## src/rtl/axil_timer.sv

```systemverilog
// axil_timer: AXI-Lite prescaled compare timer with level irq and W1C pending flag.
// Define AXIL_TIMER_MTIME64_EN to add a free-running 64-bit cycle counter at 0x18/0x1C.
module axil_timer #(
    parameter int ADDR_WIDTH = 32,
    parameter int DATA_WIDTH = 32,
    parameter int STRB_WIDTH = DATA_WIDTH / 8
) (
    input  logic                  aclk,
    input  logic                  aresetn,
    input  logic [ADDR_WIDTH-1:0] s_axil_awaddr,
    input  logic [2:0]            s_axil_awprot,
    input  logic                  s_axil_awvalid,
    output logic                  s_axil_awready,
    input  logic [DATA_WIDTH-1:0] s_axil_wdata,
    input  logic [STRB_WIDTH-1:0] s_axil_wstrb,
    input  logic                  s_axil_wvalid,
    output logic                  s_axil_wready,
    output logic [1:0]            s_axil_bresp,
    output logic                  s_axil_bvalid,
    input  logic                  s_axil_bready,
    input  logic [ADDR_WIDTH-1:0] s_axil_araddr,
    input  logic [2:0]            s_axil_arprot,
    input  logic                  s_axil_arvalid,
    output logic                  s_axil_arready,
    output logic [DATA_WIDTH-1:0] s_axil_rdata,
    output logic [1:0]            s_axil_rresp,
    output logic                  s_axil_rvalid,
    input  logic                  s_axil_rready,
    output logic                  irq
);
    logic        enable, auto_reload, irq_en, pending;
    logic [31:0] count, compare, rd_val;
    logic [15:0] prescale, pcnt;
    logic [5:0]  waddr, raddr;
    logic        wr_go, rd_go, w_ok, rd_ok, tick, hit;
    logic        wr_ctrl, wr_stat, wr_count, wr_cmp, wr_pre;
    logic        unused_bits;

    function automatic logic [31:0] merge(input logic [31:0] old, input logic [31:0] d,
                                          input logic [3:0] s);
        for (int i = 0; i < 4; i++) merge[i*8 +: 8] = s[i] ? d[i*8 +: 8] : old[i*8 +: 8];
    endfunction

    assign unused_bits = ^{s_axil_awprot, s_axil_arprot, s_axil_awaddr[ADDR_WIDTH-1:8],
                           s_axil_awaddr[1:0], s_axil_araddr[ADDR_WIDTH-1:8], s_axil_araddr[1:0]};

    assign waddr = s_axil_awaddr[7:2];
    assign raddr = s_axil_araddr[7:2];
    // Ready is combinational so AW and W are only ever taken together
    assign wr_go = aresetn & s_axil_awvalid & s_axil_wvalid & ~s_axil_bvalid;
    assign rd_go = aresetn & s_axil_arvalid & ~s_axil_rvalid;
    assign s_axil_awready = wr_go;
    assign s_axil_wready  = wr_go;
    assign s_axil_arready = rd_go;

    assign wr_ctrl  = wr_go & (waddr == 6'd0);
    assign wr_stat  = wr_go & (waddr == 6'd1);
    assign wr_count = wr_go & (waddr == 6'd2);
    assign wr_cmp   = wr_go & (waddr == 6'd3);
    assign wr_pre   = wr_go & (waddr == 6'd4);

    assign tick = enable & (pcnt == prescale);
    assign hit  = tick & (count == compare) & ~wr_count;
    assign irq  = pending & irq_en;

`ifdef AXIL_TIMER_MTIME64_EN
    logic [63:0] mtime;
    logic [31:0] mtime_snap;
    assign w_ok = (waddr <= 6'd4) | (waddr == 6'd6) | (waddr == 6'd7);
    always_ff @(posedge aclk or negedge aresetn) begin
        if (!aresetn) begin
            mtime      <= '0;
            mtime_snap <= '0;
        end else begin
            mtime <= mtime + 64'd1;
            if (rd_go && raddr == 6'd6) mtime_snap <= mtime[63:32];
        end
    end
`else
    assign w_ok = waddr <= 6'd4;
`endif

    always_comb begin
        rd_ok  = 1'b1;
        rd_val = '0;
        case (raddr)
            6'd0: rd_val = {29'd0, irq_en, auto_reload, enable};
            6'd1: rd_val = {31'd0, pending};
            6'd2: rd_val = count;
            6'd3: rd_val = compare;
            6'd4: rd_val = {16'd0, prescale};
`ifdef AXIL_TIMER_MTIME64_EN
            6'd6: rd_val = mtime[31:0];
            6'd7: rd_val = mtime_snap;
`endif
            default: rd_ok = 1'b0;
        endcase
    end

    always_ff @(posedge aclk or negedge aresetn) begin
        if (!aresetn) begin
            s_axil_bvalid <= 1'b0;
            s_axil_bresp  <= 2'b00;
        end else if (wr_go) begin
            s_axil_bvalid <= 1'b1;
            s_axil_bresp  <= w_ok ? 2'b00 : 2'b10;
        end else if (s_axil_bready) begin
            s_axil_bvalid <= 1'b0;
        end
    end

    always_ff @(posedge aclk or negedge aresetn) begin
        if (!aresetn) begin
            s_axil_rvalid <= 1'b0;
            s_axil_rresp  <= 2'b00;
            s_axil_rdata  <= '0;
        end else if (rd_go) begin
            s_axil_rvalid <= 1'b1;
            s_axil_rresp  <= rd_ok ? 2'b00 : 2'b10;
            s_axil_rdata  <= rd_val;
        end else if (s_axil_rready) begin
            s_axil_rvalid <= 1'b0;
        end
    end

    // Software writes take priority over timer updates; a match beats a same-cycle W1C
    always_ff @(posedge aclk or negedge aresetn) begin
        if (!aresetn) begin
            {irq_en, auto_reload, enable} <= 3'b000;
            pending  <= 1'b0;
            count    <= '0;
            compare  <= '0;
            prescale <= '0;
            pcnt     <= '0;
        end else begin
            if (wr_ctrl && s_axil_wstrb[0]) {irq_en, auto_reload, enable} <= s_axil_wdata[2:0];
            else if (hit && !auto_reload) enable <= 1'b0;
            if (hit) pending <= 1'b1;
            else if (wr_stat && s_axil_wstrb[0] && s_axil_wdata[0]) pending <= 1'b0;
            if (wr_count) count <= merge(count, s_axil_wdata, s_axil_wstrb);
            else if (tick) count <= (count == compare) ? '0 : count + 32'd1;
            if (wr_cmp) compare <= merge(compare, s_axil_wdata, s_axil_wstrb);
            if (wr_pre && s_axil_wstrb[0]) prescale[7:0] <= s_axil_wdata[7:0];
            if (wr_pre && s_axil_wstrb[1]) prescale[15:8] <= s_axil_wdata[15:8];
            pcnt <= (!enable || wr_pre || tick) ? '0 : pcnt + 16'd1;
        end
    end
endmodule

```

## config.mk

```make
export PLATFORM = sky130hd
export DESIGN_NAME = axil_timer
export DESIGN_NICKNAME = d
export VERILOG_FILES = /design/src/rtl/axil_timer.sv
export SDC_FILE = /design/constraint.sdc
export NUM_CORES = 1
export LEC_CHECK = 0
export ABC_AREA = 1
export CAP_MARGIN = 20
export CORE_AREA = 2 2 128 130
export CTS_CLUSTER_DIAMETER = 150
export DETAILED_ROUTE_END_ITERATION = 12
export DIE_AREA = 0 0 130 132
export GPL_TIMING_DRIVEN = 0
export PLACE_DENSITY = 0.8
export SETUP_SLACK_MARGIN = 0.2
export SYNTH_ARGS = -nofsm -noshare
export SYNTH_HDL_FRONTEND = slang
export SYNTH_SLANG_ARGS = --single-unit
```

## constraint.sdc

```tcl
create_clock -name aclk -period 2.01 [get_ports aclk]
set_clock_uncertainty 0.05 [all_clocks]
set_input_delay 0.402 -clock aclk [delete_from_list [all_inputs] [get_ports aclk]]
set_output_delay 0.402 -clock aclk [all_outputs]
set_load 0.01 [all_outputs]
```

After elaboration in Yosys (flattened, before gate mapping)
Cells that the tools add are included.
{ "classes": {"addsub": 2, "magnitude_cmp": 1, "n_eq_ne": 14, "mux": 20, "bitwise": 17, "n_reduce_logical": 26} }
{ "ops": {"columns": ["cell", "n"], "rows": [
  ["32-bit case mux with 5 select lines", 1],
  ["32-bit 2-to-1 mux", 3],
  ["32-bit by 1-bit adder with 32-bit output (second input constant)", 1],
  ["32-bit == test", 1],
  ["8-bit 2-to-1 mux", 4],
  ["6-bit by 2-bit == test with 1-bit output (second input constant)", 4],
  ["16-bit by 1-bit adder with 16-bit output (second input constant)", 1],
  ["16-bit == test", 1],
  ["16-bit 2-to-1 mux", 1],
  ["2-bit AND reduction", 8],
  ["1-bit bitwise AND", 14],
  ["6-bit by 1-bit == test with 1-bit output (second input constant)", 2],
  ["6-bit by 3-bit == test with 1-bit output (second input constant)", 2],
  ["6-bit logical NOT", 2],
  ["2-bit nonzero test", 5],
  ["1-bit 2-to-1 mux", 9],
  ["2-bit != test (second input constant)", 4],
  ["6-bit by 3-bit <= comparator with 1-bit output (second input constant)", 1],
  ["1-bit logical AND", 6],
  ["5-bit OR reduction", 1],
  ["2-bit 2-to-1 mux", 2],
  ["1-bit NOT", 3],
  ["1-bit logical NOT", 2],
  ["1-bit logical OR", 2]
]} }
{ "word_totals": {"ff_bits": 138, "in_bits": 113, "wordCells": 100} }

Longest topological paths before layout
Gate-level depths: netlist of the first run.
{ "logic_depth": {"ltp_word": 9, "ltp_mapped": 14} }

Worst setup path before layout of the first run
Ideal clock, no wire load.
{ "synth_path": {"path_type": "register to register", "start": "reg count[0]", "end": "reg count[24]", "arrival_ps": 1449, "t_required_ps": 1847, "slack_ps": 398, "stages_incl_launch_ff": 13, "path_buffers": 0, "period_less_slack_ps": 1612, "path_cell_list": "dfrtp_1 ha_1 nand2_1 nor2_2 nand3_1 nor2_1 nand2_1 nand2_1 nand2_1 nand3_1 nand2_1 nand2_1 inv_1"} }
{ "synth_via": {"elab_chain_len": 4, "elab_cells_between_ends": 5, "cone_classes": "add/sub: 1; eq/ne: 1; mux: 3"} }
{ "synth_rtl": {"columns": ["item", "line_no", "source"], "rows": [
  ["from (decl)", "32", "logic [31:0] count, compare, rd_val;"],
  ["from (signal assigned)", "140", "if (wr_count) count <= merge(count, s_axil_wdata, s_axil_wstrb);"],
  ["from (signal assigned)", "141", "else if (tick) count <= (count == compare) ? '0 : count + 32'd1;"],
  ["32-bit by 1-bit adder with 32-bit output / 32-bit == test (equally long branches)", "141", null],
  ["32-bit 2-to-1 mux * (2 in a row)", "141", null],
  ["32-bit 2-to-1 mux *", "140", null]
]} }
Every way passes the cells marked *; elsewhere a longest branch is shown, timed or not. The select of a mux whose other input is x is not followed.
A chain may end at the register's enable or synchronous reset.

Final worst setup path of the first run
{ "layout_path": {"start": "reg pcnt[5]", "end": "reg count[0]"} }
{ "layout_via": {"elab_chain_len": 4} }
{ "layout_rtl": {"columns": ["item", "line_no", "source"], "rows": [
  ["from (decl)", "33", "logic [15:0] prescale, pcnt;"],
  ["from (signal assigned)", "145", "pcnt <= (!enable || wr_pre || tick) ? '0 : pcnt + 16'd1;"],
  ["16-bit == test", "62", "assign tick = enable & (pcnt == prescale);"],
  ["1-bit bitwise AND", "62", null],
  ["2-bit nonzero test (no line)", null, null],
  ["2-bit AND reduction (no line)", null, null]
]} }
No other way between the ends.

==> results of run 1 <==
==> power groups by stage <==
stage | combinational (mW) | sequential (mW) | clock, mW
6_report | 1.06 | 2.92 | 3.35
5_1_grt | 1.10 | 2.92 | 3.42
4_1_cts | 0.816 | 2.90 | 3.28
3_5_place_dp | 0.686 | 2.94 | 0
3_3_place_gp | 0.666 | 2.95 | 0
2_1_floorplan | 0.336 | 2.94 | 0
==> cell usage in the layout, fill, tap and decap left out, types with 12 or more instances in the layout <==
cell	synthesis	layout
nand2_4	1	16
clkdlybuf4s50_1	0	74
o21ai_2	0	30
a21oi_1	19	13
inv_2	9	26
nor2_4	2	18
buf_8	0	12
nor3_1	13	12
o21ai_1	13	17
clkbuf_16	0	22
xnor2_1	22	12
buf_6	0	39
nand2_2	1	37
nor2_1	96	76
xor2_1	21	21
nand2_1	396	340
dfrtp_1	136	126
nand3_2	0	22
inv_1	142	122
a22oi_1	19	19
nand4_1	13	13
o21ai_0	86	50
nand3_1	106	79
buf_4	4	48
==> flip-flops by register name, indices dropped and copies added, names as in the netlist <==
register / cells
compare: 32
s_axil_bvalid: 1
irq_en: 1
s_axil_rresp: 1
prescale: 16
s_axil_rdata: 32
s_axil_bresp: 1
auto_reload: 1
enable: 1
s_axil_rvalid: 1
pcnt: 16
pending: 1
count: 32
==> cell families (layout without fill, tap and decap cells) <==
kind of cell,after synthesis,after routing,share of synthesized area
AND/OR/NAND/NOR,647,648,0.335
flip-flops,136,136,0.416
adder cells (fa/ha/maj),2,2,0.00306
buffers and inverters,202,410,0.0989
XOR/XNOR,43,43,0.0460
other,1,2,0.000458
AO/OA/AOI/OAI,150,150,0.101
==> stage by stage <==
step            util  cell area, µm²  hold WS, ns  setup slack (ns)  TNS [ns]
3_3_place_gp   0.598            9390        0.413             -6.73  -1494.07
5_1_grt        0.773           12100       0.0221            -0.144     -2.52
2_1_floorplan      -            8190       0.0564             0.398         0
6_report       0.773           12100       0.0153           -0.0742    -0.327
3_5_place_dp   0.599            9420        0.311             -1.38    -63.44
4_1_cts        0.714           11200       0.0148            0.0738         0
==> layout make-up <==
cell class	instances	area share
Multi-Input combinational cell	845	0.397
Sequential cell	136	0.281
Timing Repair Buffer	176	0.161
Inverter	152	0.0480
Buffer	50	0.0393
Clock buffer	20	0.0384
Tap cell	216	0.0223
Clock inverter	12	0.0123
==> per-layer routing <==
layer,wire length [µm],up-vias,share of wire,track usage
met5,0,-,0,0
met4,2630,0,0.078,0.168
met3,4250,257,0.13,0.0856
met2,14900,891,0.44,0.523
met1,12000,4496,0.36,0.457
li1,-,4146,-,-
==> worst max path at each step <==
| stage | startpoint | to | slack, ns |
|---|---|---|---|
| 2_1_floorplan | count[0] | count[24] | 0.40 |
| 3_3_place_gp | aresetn | s_axil_arready | -6.73 |
| 3_5_place_dp | aresetn | s_axil_arready | -1.38 |
| 4_1_cts | s_axil_bvalid | s_axil_wready | 0.07 |
| 5_1_grt | count[10] | count[26] | -0.14 |
| 6_report | pcnt[5] | count[0] | -0.07 |
==> worst max-delay path, delay by kind of cell, from the launching register on <==
kind / cells / cell delay, ns
AND/OR/NAND/NOR: 7 / 0.72
buffers and inverters: 5 / 0.57
flip-flops: 1 / 0.46
AO/OA/AOI/OAI: 2 / 0.18
==> repair_timing <==
item,4_1_cts,5_1_grt
buffers inserted,36,27
setup endpoints to repair,134,131
endpoints found under the hold margin,64,0
pin swaps,45,58
cloned,9,5
hold buffers,4,0
resized for setup,250,185
==> metrics.csv, run 1 <==
stage,metric,value,unit
logic_synthesis,synth-main-ff-cell,dfrtp_1,
clock_network,cts_max_level,4,
logic_synthesis,synth-edff-count,0,
grt,grt_pass1_wl,45.2,mm
routing,viasPerCell,6.09,
critical_path,path_max_fanout,6,
logic_synthesis,ys_warn_count,0,
critical_path,slowest_delay,0.46,ns
power,p_switching,1.99,mW
logic_synthesis,synth.distinct_cells,41,
finish,syn_to_final_growth,48.4,%
clock_network,cts.sinks,136,
critical_path,slowest_stage,dfrtp_1,
power,peakVddDrop,0.000619,V
finish,n_antenna_cell,0,
sta,setup_viol,13,
logic_synthesis,ys_ff_latch,136,
die,io_pins,155,
logic_synthesis,synth-seq-area-share,0.416,
clock_network,clkTransAtPathRegs,0.07,ns
die,initial_core_util,0.521,
finish,multi_input_area,4830,µm²
power,intPower,5.33,mW
routing,dr.pass1.iters,8,
grt,track_usage,0.344,
critical_path,crit_path_frequent_cell,nand2_1,
routing,drt-initial-drc-count,1598,
status,violations,setup timing,
logic_synthesis,synth.largest_area_cell,dfrtp_1,
place,port_buffers,93,
power,pwr-share-clk,0.458,
sta,period_share,1.04,
logic_synthesis,synth_commonest_cells,"nand2_1 (396), inv_1 (142), dfrtp_1 (136)",
die,fp.dieH,132,µm
finish,finish.net_count,1493,
logic_synthesis,synth_top_area_frac,0.416,
sta,fmax,480,MHz
die,coreArea,15700,µm²
min_path,hp-class,in2async,
clock_network,cts_buffer_depth,2,
grt,gr-total-overflow,0,
status,status,finished with violations,
critical_path,worst-setup-path-type,reg2reg,
sta,grt_setup_unrepaired,true,
clock_network,cts_buffers,17,
critical_path,r2r_setup_slack,-0.07,ns
critical_path,reg2reg_depth,14,
critical_path,rr_endpoint,count[0],
logic_synthesis,synth_most_common_cell,nand2_1,
critical_path,cp.required,2.30,ns
critical_path,cp-end-kind,flop,
power,power,7.32,mW
die,num_rows,46,
clock_network,ctsRootBufferMaster,clkbuf_16,
routing,vias,9790,
routing,ant_nets,0,
sta,period_minus_slack,2.08,ns
sta,slew_violations,0,
logic_synthesis,synth-async-reset-ratio,1.00,
place,place.gp.congestion,0.964,
logic_synthesis,syn_area,8180,µm²
sta,hold_violations,0,
clock_network,cts_tree,done,
sta,slew_headroom,0.302,
power,pwr_density_cell,603,nW/µm²
power,p_seq_frac,0.398,
power,p_sw_frac,0.272,
sta,worst_pin_slew,1.04,ns
critical_path,cp.arrival,2.38,ns
grt,grt_pass1_vias,8671,
critical_path,cp-start-kind,flop,
routing,wl,33.7,mm
finish,seqCellArea,3420,µm²
logic_synthesis,netlist_instances,1181,
place,hpwl,18.1,mm
power,pwr-share-comb,0.144,
clock_network,clk_latency,0.45,ns
logic_synthesis,syn_avg_cell_area,6.93,µm²
sta,fin_ws,-0.0742,ns
job,max_cap_viol_count,0,
routing,drc,0,
finish,instances_no_fill,1607,
die,die_x,130,µm
critical_path,cp_cell_sequence,inv_2 > nand2_2 > o21ai_1 > nor2_1 > nand2_1 > nor2_4 > nand4_4 > buf_4 > buf_8 > buf_6 > o21ai_1 > nand2_1 > nand2_1 > inv_1,
logic_synthesis,synthTopCellsByArea,"dfrtp_1 (42%), nand2_1 (18%), inv_1 (6.5%), nand3_1 (6.5%), o21ai_0 (5.3%)",
finish,layout-drive-gt1-share,0.267,
critical_path,r2r-start,pcnt[5],
power,p_leak,6.09,nW
die,dieArea,17200,µm²
grt,antenna_found_initial,0,
routing,wl_per_cell,21.0,µm
place,place_inst,1492,
grt,grt_max_degree,49,
finish,fill_cells,944,
Power figures use the tool's default switching activity.
==> run 2: changes to the inputs <==
Settings changed: CORE_AREA 2 2 128 130 to 8 8 134 136, DIE_AREA 0 0 130 132 to 0 0 142 144, PLACE_DENSITY 0.8 to not set, PLACE_DENSITY_LB_ADDON set to 0.1.
==> metrics.csv, run 2 (same netlist as run 1, synthesis figures left out) <==
stage,metric,value,unit
clock_network,cts_tree,done,
finish,layout_common_cells,"nand2_1 (365), dfrtp_1 (128), inv_1 (127)",
power,pwr_density_cell,607,nW/µm²
grt,antenna_found_initial,0,
place,placed_cell_area,9420,µm²
finish,final_util,0.707,
clock_network,cts_buffers,17,
critical_path,path_buf_inv,6,
sta,period_share,0.944,
place,port_buffers,93,
sta,slew_headroom,0.567,
clock_network,clkTransAtPathRegs,0.06,ns
sta,hold_ws,-0.173,ns
routing,ant_nets,0,
critical_path,crit_path_frequent_cell,buf_6,
critical_path,slowest_delay,0.38,ns
finish,layout_commonest_cell,nand2_1,
place,place.gp.congestion,0.943,
critical_path,rr_endpoint,count[29],
finish,postLayoutCellArea,11300,µm²
power,power,6.89,mW
finish,instances_no_fill,1591,
die,initial_core_util,0.510,
grt,grt_max_degree,74,
critical_path,r2r-start,s_axil_bvalid,
finish,syn_to_final_growth,38.7,%
sta,setup_viol,0,
critical_path,cp-end-kind,flop,
critical_path,worst-setup-path-type,reg2reg,
job,max_cap_viol_count,0,
critical_path,cp-start-kind,flop,
grt,grt_pass1_vias,8106,
place,place_inst,1496,
die,dieArea,20400,µm²
min_path,hp-class,in2async,
critical_path,r2r_setup_slack,0.11,ns
routing,viasPerCell,5.37,
clock_network,clk_latency,0.43,ns
die,coreArea,16100,µm²
critical_path,slowest_stage,dfrtp_1,
sta,grt_setup_unrepaired,true,
place,dp_slack,-1.11,ns
clock_network,cts_max_level,4,
routing,wl,27.5,mm
power,p_leak,5.67,nW
die,fp.dieH,144,µm
grt,track_usage,0.264,
clock_network,cts_buffer_depth,2,
sta,fmax,527,MHz
finish,reg_top3,"compare: 32 flops, count: 32 flops, s_axil_rdata: 32 flops",
status,status,finished with violations,
die,die_x,142,µm
finish,finish.net_count,1473,
grt,gr-total-overflow,0,
sta,fin_ws,0.112,ns
sta,setup_tns,0,ns
critical_path,path_max_fanout,6,
place,hpwl,18.8,mm
routing,wl_per_cell,17.3,µm
routing,dr.pass1.iters,7,
critical_path,startpoint,s_axil_bvalid,
sta,worst_pin_slew,0.649,ns
grt,grt_pass1_wl,41.7,mm
status,violations,hold timing,
clock_network,cts.sinks,136,
critical_path,worst_path_dominant_cell_family,buffers and inverters,
critical_path,cp_cell_sequence,inv_2 > nand4_4 > buf_6 > buf_6 > nor2_4 > nand2_8 > inv_12 > nand2_4 > buf_6 > buf_12 > nand2_4 > nand2_1 > nand2_1,
routing,drc,0,
sta,slew_violations,0,
clock_network,ctsRootBufferMaster,clkbuf_16,
critical_path,cp.required,2.32,ns
routing,drt-initial-drc-count,963,
sta,hold_violations,63,
die,io_pins,155,
routing,vias,8538,
power,peakVddDrop,0.000557,V
sta,period_minus_slack,1.90,ns
finish,n_antenna_cell,0,
critical_path,cp.arrival,2.21,ns
die,num_rows,47,
finish,layout-drive-gt1-share,0.201,
critical_path,reg2reg_depth,13,
## run 2: cell count changes in the layout (fill, tap and decap cells not counted), sizes merged, moves of 2 or more
cell / before / now
dlymetal6s2s: 10 / 6
clkdlybuf4s50: 74 / 80
dlygate4sd3: 3 / 0
clkbuf: 38 / 40
clkinvlp: 4 / 2
bufbuf: 3 / 0
buf: 114 / 100
## run 2: how the worst max path moves through the flow
stage / to / slack (ns) / cells after the start
global route: count[13] / 0.03 / 13
detailed placement: s_axil_arready / -1.11 / 5
CTS: count[18] / 0.06 / 12
global placement: s_axil_arready / -6.81 / 5
finish: count[29] / 0.11 / 13
floorplan: count[24] / 0.40 / 12
## run 2: final cells by class
| cell class | count | area [µm²] |
|---|---|---|
| fill | 1305 | 4700 |
| multi-input combinational | 846 | 4490 |
| tap | 220 | 275 |
| clock buffer | 25 | 505 |
| sequential | 136 | 3410 |
| buffer | 50 | 417 |
| inverter | 152 | 593 |
| timing repair buffer | 155 | 1560 |
| clock inverter | 7 | 90.1 |
## run 2: layer usage
metal	part of all wire	wire, µm	track usage
met3	0.094	2590	0.0482
met1	0.43	11800	0.363
met4	0.029	801	0.104
met2	0.45	12300	0.404
met5	0.0012	34	0
## run 2: worst register-to-register path, delay by kind of cell, from the launching register on
| kind | cells | cell delay [ns] |
|---|---|---|
| and+or+nand+nor | 7 | 0.66 |
| DFF | 1 | 0.38 |
| buffers and inverters | 6 | 0.74 |
## run 2: report_power, final
part	total [mW]	leakage [nW]	internal, mW	switching [mW]
sequential	2.90	1.73	2.82	0.0815
clock	3.16	0.289	1.98	1.18
combinational	0.824	3.65	0.374	0.450
## run 2: what timing repair did
item | in CTS | in global routing
hold endpoints to repair | 63 | 63
endpoints found under the setup margin | 134 | 126
buffers inserted | 33 | 18
gates cloned | 10 | 2
gates resized for setup | 169 | 120
pin swaps | 30 | 35
